===== src/rtl/mem_access_initiator.sv =====
// Data-memory initiator: one MEM-stage load/store -> aligned req/gnt/rvalid transaction, extended load data back.
// Latency: address error 1 cycle accept->done; store >=2; load >=3; abort after TIMEOUT REQ+RESP cycles.
// Backpressure: stall (combinational) holds the pipeline from accept until the cycle before done.
//
// Ports: clk/reset (async active-low); op_* = MEM-stage request; stall/done/rdata/adel/ades/bus_err =
// pipeline results; m_req/m_we/m_addr/m_be/m_wdata out and m_gnt/m_rvalid/m_rdata in = memory side.
module mem_access_initiator #(
    parameter logic [31:0] MEM_BASE = 32'h0000_0000,
    parameter logic [31:0] MEM_SIZE = 32'h0000_3000,
    parameter int unsigned TIMEOUT  = 16
) (
    input  logic        clk,
    input  logic        reset,
    input  logic        op_valid,
    input  logic [1:0]  op_type,
    input  logic [1:0]  op_size,
    input  logic        op_signed,
    input  logic [31:0] op_addr,
    input  logic [31:0] op_wdata,
    output logic        stall,
    output logic        done,
    output logic [31:0] rdata,
    output logic        adel,
    output logic        ades,
    output logic        bus_err,
    output logic        m_req,
    output logic        m_we,
    output logic [31:0] m_addr,
    output logic [3:0]  m_be,
    output logic [31:0] m_wdata,
    input  logic        m_gnt,
    input  logic        m_rvalid,
    input  logic [31:0] m_rdata
);

    localparam int CW = $clog2(TIMEOUT);

    typedef enum logic [1:0] {IDLE, REQ, RESP} state_t;

    state_t        state, state_nxt;
    logic [CW-1:0] cnt;
    logic [1:0]    size_q;
    logic          signed_q;
    logic [1:0]    off_q;

    logic          is_load, is_store, accept, addr_ok, align_ok, in_win;
    logic          launch, addr_err, fin_ok, fin_to, ld_cap, last;
    logic [3:0]    be_nxt;
    logic [31:0]   wd_nxt, ld_ext;
    logic [15:0]   ld_half;
    logic [7:0]    ld_byte;

    assign is_load  = (op_type == 2'b01);
    assign is_store = (op_type == 2'b10);
    // done blocks re-accept so the retiring op is not picked up a second time.
    assign accept   = (state == IDLE) && op_valid && (is_load || is_store) &&
                      (op_size != 2'b11) && !done;
    assign stall    = accept || (state != IDLE);
    assign m_req    = (state == REQ);
    assign last     = (cnt == CW'(TIMEOUT - 1));

    // 33-bit compare so a window ending at 4 GiB does not wrap.
    assign in_win   = ({1'b0, op_addr} >= {1'b0, MEM_BASE}) &&
                      ({1'b0, op_addr} <  ({1'b0, MEM_BASE} + {1'b0, MEM_SIZE}));

    always_comb begin
        align_ok = 1'b1;
        be_nxt   = 4'b0000;
        wd_nxt   = 32'h0;
        case (op_size)
            2'b00: begin
                align_ok = (op_addr[1:0] == 2'b00);
                be_nxt   = 4'b1111;
                wd_nxt   = op_wdata;
            end
            2'b01: begin
                align_ok = !op_addr[0];
                be_nxt   = op_addr[1] ? 4'b1100 : 4'b0011;
                wd_nxt   = {2{op_wdata[15:0]}};
            end
            2'b10: begin
                be_nxt   = 4'b0001 << op_addr[1:0];
                wd_nxt   = {4{op_wdata[7:0]}};
            end
            default: ;
        endcase
    end

    assign addr_ok  = align_ok && in_win;
    assign launch   = accept && addr_ok;
    assign addr_err = accept && !addr_ok;

    always_comb begin
        ld_half = off_q[1] ? m_rdata[31:16] : m_rdata[15:0];
        ld_byte = m_rdata[{off_q, 3'b000} +: 8];
        case (size_q)
            2'b01:   ld_ext = {{16{signed_q & ld_half[15]}}, ld_half};
            2'b10:   ld_ext = {{24{signed_q & ld_byte[7]}}, ld_byte};
            default: ld_ext = m_rdata;
        endcase
    end

    always_comb begin
        state_nxt = state;
        fin_ok    = 1'b0;
        fin_to    = 1'b0;
        ld_cap    = 1'b0;
        case (state)
            IDLE: begin
                if (launch) state_nxt = REQ;
            end
            REQ: begin
                // A load grant on the final budget cycle cannot finish in time, so it aborts.
                if (m_gnt && m_we) begin
                    state_nxt = IDLE;
                    fin_ok    = 1'b1;
                end else if (last) begin
                    state_nxt = IDLE;
                    fin_to    = 1'b1;
                end else if (m_gnt) begin
                    state_nxt = RESP;
                end
            end
            RESP: begin
                if (m_rvalid) begin
                    state_nxt = IDLE;
                    fin_ok    = 1'b1;
                    ld_cap    = 1'b1;
                end else if (last) begin
                    state_nxt = IDLE;
                    fin_to    = 1'b1;
                end
            end
            default: state_nxt = IDLE;
        endcase
    end

    always_ff @(posedge clk or negedge reset) begin
        if (!reset) begin
            state    <= IDLE;
            cnt      <= '0;
            done     <= 1'b0;
            adel     <= 1'b0;
            ades     <= 1'b0;
            bus_err  <= 1'b0;
            rdata    <= 32'h0;
            m_we     <= 1'b0;
            m_addr   <= 32'h0;
            m_be     <= 4'h0;
            m_wdata  <= 32'h0;
            size_q   <= 2'b00;
            signed_q <= 1'b0;
            off_q    <= 2'b00;
        end else begin
            state   <= state_nxt;
            done    <= fin_ok | fin_to | addr_err;
            adel    <= addr_err & is_load;
            ades    <= addr_err & is_store;
            bus_err <= fin_to;
            if (ld_cap) rdata <= ld_ext;
            if (launch) begin
                m_addr   <= {op_addr[31:2], 2'b00};
                m_we     <= is_store;
                m_be     <= be_nxt;
                m_wdata  <= wd_nxt;
                size_q   <= op_size;
                signed_q <= op_signed;
                off_q    <= op_addr[1:0];
                cnt      <= '0;
            end else if (state != IDLE) begin
                cnt <= cnt + 1'b1;
            end
        end
    end

endmodule


===== config.mk =====
export PLATFORM = sky130hd
export DESIGN_NAME = mem_access_initiator
export DESIGN_NICKNAME = d
export VERILOG_FILES = /design/src/rtl/mem_access_initiator.sv
export SDC_FILE = /design/constraint.sdc
export NUM_CORES = 1
export LEC_CHECK = 0
export ABC_CLOCK_PERIOD_IN_PS = 1900
export CORE_UTILIZATION = 40
export DETAILED_ROUTE_END_ITERATION = 6
export PLACE_DENSITY = 0.81
export SYNTH_ARGS = -nofsm -noshare
export SYNTH_HDL_FRONTEND = slang
export SYNTH_SLANG_ARGS = --single-unit

===== constraint.sdc =====
create_clock -name clk -period 1.9 [get_ports clk]
set_clock_uncertainty 0.05 [all_clocks]
set_input_delay 0.38 -clock clk [delete_from_list [all_inputs] [get_ports clk]]
set_output_delay 0.38 -clock clk [all_outputs]
set_load 0.01 [all_outputs]

==> results of run 1 <==
==> layer usage <==
layer / global-route usage / share of wire / routed length (um) / up-vias
met2: 0.415 / 0.50 / 8500 / 248
met4: 0.107 / 0.025 / 420 / 0
met5: 0 / 0 / 0 / -
li1: - / - / - / 2351
met3: 0.0819 / 0.075 / 1280 / 30
met1: 0.296 / 0.40 / 6820 / 2520
==> layout make-up <==
cell class,count,area [um2],share of cell area
inverter,20,75.1,0.00821
clock inverter,9,150,0.0164
tap,172,215,0.0235
clock buffer,23,498,0.0544
timing repair buffer,281,2910,0.318
antenna,1,2.50,0.000274
multi-input combinational,360,2450,0.267
sequential,114,2850,0.312
==> worst max-delay path: stages <==
cell	delay (ps)
clkdlybuf4s50_1	440
a211oi_2	260
nand4_1	210
nor3_4	220
buf_6	170
buf_12	150
o22ai_2	90
mux2_2	280
==> power breakdown <==
part	internal, mW	switching [mW]	total [mW]
combinational	1.34	1.04	2.38
clock	2.36	1.09	3.45
sequential	2.85	0.248	3.10
total	6.55	2.38	8.94
==> cells by family after synthesis <==
| group | count (synthesis) | share of synthesized area |
|---|---|---|
| multiplexers | 45 | 0.0921 |
| other | 1 | 0.000699 |
| AND/OR/NAND/NOR | 167 | 0.151 |
| buffers and inverters | 55 | 0.0459 |
| adder cells (fa/ha/maj) | 9 | 0.0210 |
| flip-flops | 114 | 0.532 |
| XOR/XNOR | 3 | 0.00490 |
| AO/OA/AOI/OAI | 134 | 0.153 |
==> sequential cells by signal, indices dropped and copies added (netlist names), 2 cells and up <==
name and cells:
rdata 32, state 2, size_q 2, cnt 4
m_wdata 32, m_addr 30, m_be 4, off_q 2
==> cell usage in the layout, fill, tap and decap left out, types with 18 or more instances in the layout <==
master,n
inv_1,18
a21oi_1,41
buf_4,44
nor2_1,42
nand2_1,48
o21ai_0,31
nor2b_1,21
dfrtp_1,114
nand2b_1,18
clkbuf_16,19
clkdlybuf4s50_1,188
mux2i_1,19
==> per-stage QoR <==
step / TNS [ps] / hold slack [ps]
CTS: -403 / 436
finish: -700 / 244
global placement: -47110 / 318
floorplan: 0 / 34.4
global route: -1830 / 227
detailed placement: -51130 / 329
==> final timing paths <==
path | slack (ps) | to | cells after the start | from
setup / recovery | -70 | state[0] | 8 | op_addr[29]
hold / removal | 240 | m_addr[12] | 2 | op_addr[12]
setup reg to reg | -50 | state[0] | 9 | state[1]
hold reg to reg | 440 | m_wdata[17] | 1 | m_wdata[17]
max in group asynchronous | 760 | m_addr[2] | 3 | reset
min in group asynchronous | 430 | rdata[3] | 2 | reset
==> what timing repair did <==
action                     4_1_cts  5_1_grt
hold buffers                     1        0
setup buffers                   10        5
cloned                           5        2
setup endpoints to repair       76       68
pin swaps                        3        6
hold endpoints to repair        33        0
resized for setup               60       36
==> results.md, run 1 <==
* I/O pin count at 213
* Hold Path Class: input pin to flip-flop
* Leak at 4.13 nW
* Most common library cells after synthesis: dfrtp_1 (114), nand2_1 (49), nor2_1 (46)
* DRC at 0
* First-pass GRT wire length at 27.1 mm
* Overflow after GRT at 0
* Violated checks: setup timing
* Clock Tree Root: clkbuf_16
* VDD IR max at 0.000541 V
* Pins Over Slew Limit at 0
* Final GP Congestion at 0.830
* Core Area at 12800 um2
* Yosys cell types at 39
* Ys async rst share at 1.00
* CP Capture Type: flip-flop
* Fill count at 928
* Initial Utilization at 0.418
* DRT iter0 DRCs at 492
* Die Height at 118 um
* Status: finished with violations
* Netlist Area Pre-Place at 5370 um2
* Post-Layout Cell Count at 980
* Hpwl dp at 11.7 mm
* Max Cap Viol at 0
* CP max FO at 8
* Final #Nets at 909
* Placed insts at 927
* Top FF cell, synth: dfrtp_1
* DIE WIDTH at 118 um
* Clock Latency Late Sink at 410 ps
* Power Dens Cells at 977 nW/um2
* Area growth from synthesis to layout at 70.5%
* Placed Area at 8000 um2
* CP Data Required Time at 2140 ps
* TritonRoute pass-1 iters at 5
* Startpoint types: input pin
* Design area at 9150 um2
* RSZ-0062 raised after global routing: true
* Synth top area share at 0.532
* Slew headroom at 0.662
* Sequential area share after synthesis at 0.532
* Total CTS buffers at 17
* Setup WS post-layout at -68.4 ps
* Tcrit/Tclk final at 1.04
* Synth top area cells: dfrtp_1 (53%), mux2_2 (5.2%), a21oi_1 (3.8%), mux2i_1 (3.5%), nand2_1 (3.4%)
* Clock Sinks at 114
* Worst-margin pin slew at 507 ps
* Die footprint at 13900 um2
* Clock period minus worst slack at 1970 ps
* Post-route ant nets at 0
* Final Hold Viols at 0
* WS Path Type: input pin to flip-flop
* Total power at 8.94 mW
* F_max at 508 MHz
* Reg clk slew, reported paths at 50 ps
* # rows at 41
* Largest net degree at the start of global routing at 43
* Vias at 5149
* Vias per std cell at 5.25
* Most common cell in the netlist: dfrtp_1
* WL final at 17.0 mm
* Vias in the first global route at 5375
* IO Port Bufs at 210
* Total GRT Usage at 0.250
* Core Util, Final at 0.713
* Final setup violation count at 20
* CTS Buffer Depth at 2
* CTS tree: built
* Cell taking the most area after synthesis: dfrtp_1
* Synth Warn # at 0
* H-tree Lvls at 4
* Share of layout cells above drive strength 1 at 0.192
* Avg Cell Area, Syn at 10.2 um2
* Drt wl/cell at 17.4 um
* Critical path arrival at 2210 ps
* Post-synthesis register bit count at 114
* Initial antenna violation count at 1
* EDFF count, synth at 0
* Post-place setup slack at -690 ps
* Mapped Cells at 528
Note: power is estimated with default switching activity, not from simulation.
==> inputs of run 2 (changes only) <==
CORE_UTILIZATION = 35   (was 40)
CTS_BUF_LIST = sky130_fd_sc_hd__clkbuf_2 sky130_fd_sc_hd__clkbuf_4 sky130_fd_sc_hd__clkbuf_8   (was unset)
PLACE_DENSITY = 0.72   (was 0.81)
==> results.md, run 2 (synthesized netlist as in run 1, its figures left out) <==
* Final GP Congestion at 0.870 (was 0.830)
* DRC at 0 (unchanged)
* Worst R2R End: state[0] (unchanged)
* Regs by FF count: m_wdata x32, rdata x32, m_addr x30 (unchanged)
* Vias per std cell at 5.14 (was 5.25)
* Commonest non-fill, non-tap cell in the layout: clkdlybuf4s50_1 (unchanged)
* Area growth from synthesis to layout at 65.8% (was 70.5%)
* Slowest CP cell: mux2_4 (was clkdlybuf4s50_1)
* Fill count at 1208 (was 928)
* Placed Area at 7930 um2 (was 8000 um2)
* Internal Dissipation at 6.03 mW (was 6.55 mW)
* Vias at 5060 (was 5149)
* Total CTS buffers at 17 (unchanged)
* Area occupied by multi-input gates at 2480 um2 (was 2450 um2)
* Clock Power Share at 0.324 (was 0.386)
* Post-route ant nets at 0 (unchanged)
* Drt wl/cell at 17.1 um (was 17.4 um)
* Initial Utilization at 0.364 (was 0.418)
* Switching Fraction at 0.279 (was 0.267)
* Clock Tree Root: clkbuf_8 (was clkbuf_16)
* Final setup violation count at 41 (was 20)
* F_max at 500 MHz (was 508 MHz)
* Share of layout cells above drive strength 1 at 0.191 (was 0.192)
* First-pass GRT wire length at 26.1 mm (was 27.1 mm)
* Status: finished with violations (unchanged)
* Core Area at 14800 um2 (was 12800 um2)
* Final #Nets at 902 (was 909)
* Power Dens Cells at 940 nW/um2 (was 977 nW/um2)
* H-tree Lvls at 4 (unchanged)
* Logic gate share of total power at 0.306 (was 0.267)
* Slew headroom at 0.628 (was 0.662)
* Pins Over Slew Limit at 0 (unchanged)
* Setup WS post-layout at -101 ps (was -68.4 ps)
* Hpwl dp at 11.5 mm (was 11.7 mm)
* Levels on crit path at 11 (was 8)
* Violated checks: setup timing (unchanged)
* Design area at 8890 um2 (was 9150 um2)
* RSZ-0062 raised after global routing: true (unchanged)
* Core Util, Final at 0.603 (was 0.713)
* # rows at 44 (was 41)
* DRT iter0 DRCs at 260 (was 492)
* CP peak stage delay at 300 ps (was 440 ps)
* Critical path buffers and inverters at 5 (was 3)
* DIE WIDTH at 126 um (was 118 um)
* Clock Sinks at 114 (unchanged)
* Leak at 3.95 nW (was 4.13 nW)
* Hold Path Class: input pin to flip-flop (unchanged)
* Kind of cell adding the most delay to the critical path: buffers and inverters (unchanged)
* Worst-margin pin slew at 558 ps (was 507 ps)
* Die Height at 126 um (was 118 um)
* Total GRT Usage at 0.213 (was 0.250)
* WS Path Type: input pin to flip-flop (unchanged)
* Total power at 8.36 mW (was 8.94 mW)
* Die footprint at 15800 um2 (was 13900 um2)
* Startpoint types: input pin (unchanged)
* CTS Buffer Depth at 2 (unchanged)
* Sw Pwr at 2.33 mW (was 2.38 mW)
* Worst path cell trace: clkdlybuf4s15_1, inv_1, ha_1, nor2_2, nand4_1, buf_4, nor3_4, buf_6, buf_12, o22ai_4, mux2_4 (was clkdlybuf4s50_1, a211oi_2, nand4_1, nor3_4, buf_6, buf_12, o22ai_2, mux2_2)
* Final Hold Viols at 0 (unchanged)
* Overflow after GRT at 0 (unchanged)
* TritonRoute pass-1 iters at 5 (unchanged)
* I/O pin count at 213 (unchanged)
* Hold Path Stages at 2 (unchanged)
* WL final at 16.8 mm (was 17.0 mm)
* Register area at 2850 um2 (unchanged)
* Initial antenna violation count at 0 (was 1)
* Critical path arrival at 2260 ps (was 2210 ps)
* Leading cell types in the layout, fill and taps excluded: clkdlybuf4s50_1 (195), dfrtp_1 (114), nand2_1 (48) (was clkdlybuf4s50_1 (188), dfrtp_1 (114), nand2_1 (48))
* Worst-case reg-to-reg path depth at 9 (unchanged)
* Max Cap Viol at 0 (unchanged)
* Reg clk slew, reported paths at 70 ps (was 50 ps)
* Hold Startpoint: op_addr[13] (was op_addr[12])
* Flop pwr share at 0.370 (was 0.347)
* IO Port Bufs at 210 (unchanged)
* Tcrit/Tclk final at 1.05 (was 1.04)
* Largest net degree at the start of global routing at 71 (was 43)
* CP max FO at 5 (was 8)
* VDD IR max at 0.000431 V (was 0.000541 V)
* Hold endpoint: m_addr[13] (was m_addr[12])
* CP Capture Type: flip-flop (unchanged)
* Clock period minus worst slack at 2000 ps (was 1970 ps)
* R2r setup slk at -100 ps (was -50 ps)
* Critical R2R Launch: state[0] (was state[1])
* Clock Latency Late Sink at 420 ps (was 410 ps)
* Diode count at 0 (was 1)
* CTS tree: built (unchanged)
* CP Data Required Time at 2160 ps (was 2140 ps)
* Vias in the first global route at 5216 (was 5375)
[run 2: how the worst max path moves through the flow]
stage / start / end
2_1_floorplan: op_type[0] / m_addr[10]
3_3_place_gp: op_type[0] / stall
3_5_place_dp: op_type[0] / stall
4_1_cts: state[1] / m_wdata[20]
5_1_grt: state[0] / m_wdata[21]
6_report: op_type[0] / state[0]
[run 2: power by group through the flow]
stage / sequential, mW / combinational (mW) / clock (mW)
floorplan: 3.27 / 0.771 / 0
global placement: 3.11 / 2.26 / 0
detailed placement: 3.13 / 2.32 / 0
CTS: 3.10 / 2.43 / 2.77
global route: 3.15 / 2.76 / 2.87
finish: 3.10 / 2.55 / 2.71
[run 2: per-stage QoR]
step                TNS, ps  setup slack, ps  cells  hold WS [ps]
finish                -1650             -101    984           317
global route          -7510             -195    984           301
CTS                    -149            -32.7    975           285
detailed placement   -53190             -777    934           382
global placement     -48090             -757    934           371
floorplan                 0             10.3    529          34.4
[run 2: repair_timing]
item                       4_1_cts  5_1_grt
setup buffers                    6       10
pin swaps                       12        3
hold buffers                     1        0
hold endpoints to repair        70        0
setup endpoints to repair       74       92
resized for setup               45       62
cloned                           3        1
[run 2: area by class of cell]
class | count | share of cell area
flip-flops and latches | 114 | 0.321
repair buffers | 274 | 0.312
multi-input cells | 360 | 0.279
clock buffers | 23 | 0.0342
well taps | 184 | 0.0259
clock inverters | 9 | 0.0197
inverters | 20 | 0.00844
[run 2: metal layers]
layer / part of all wire / global-route usage
met2: 0.49 / 0.349
met4: 0.023 / 0.103
met3: 0.065 / 0.0484
met5: 0 / 0
met1: 0.42 / 0.265
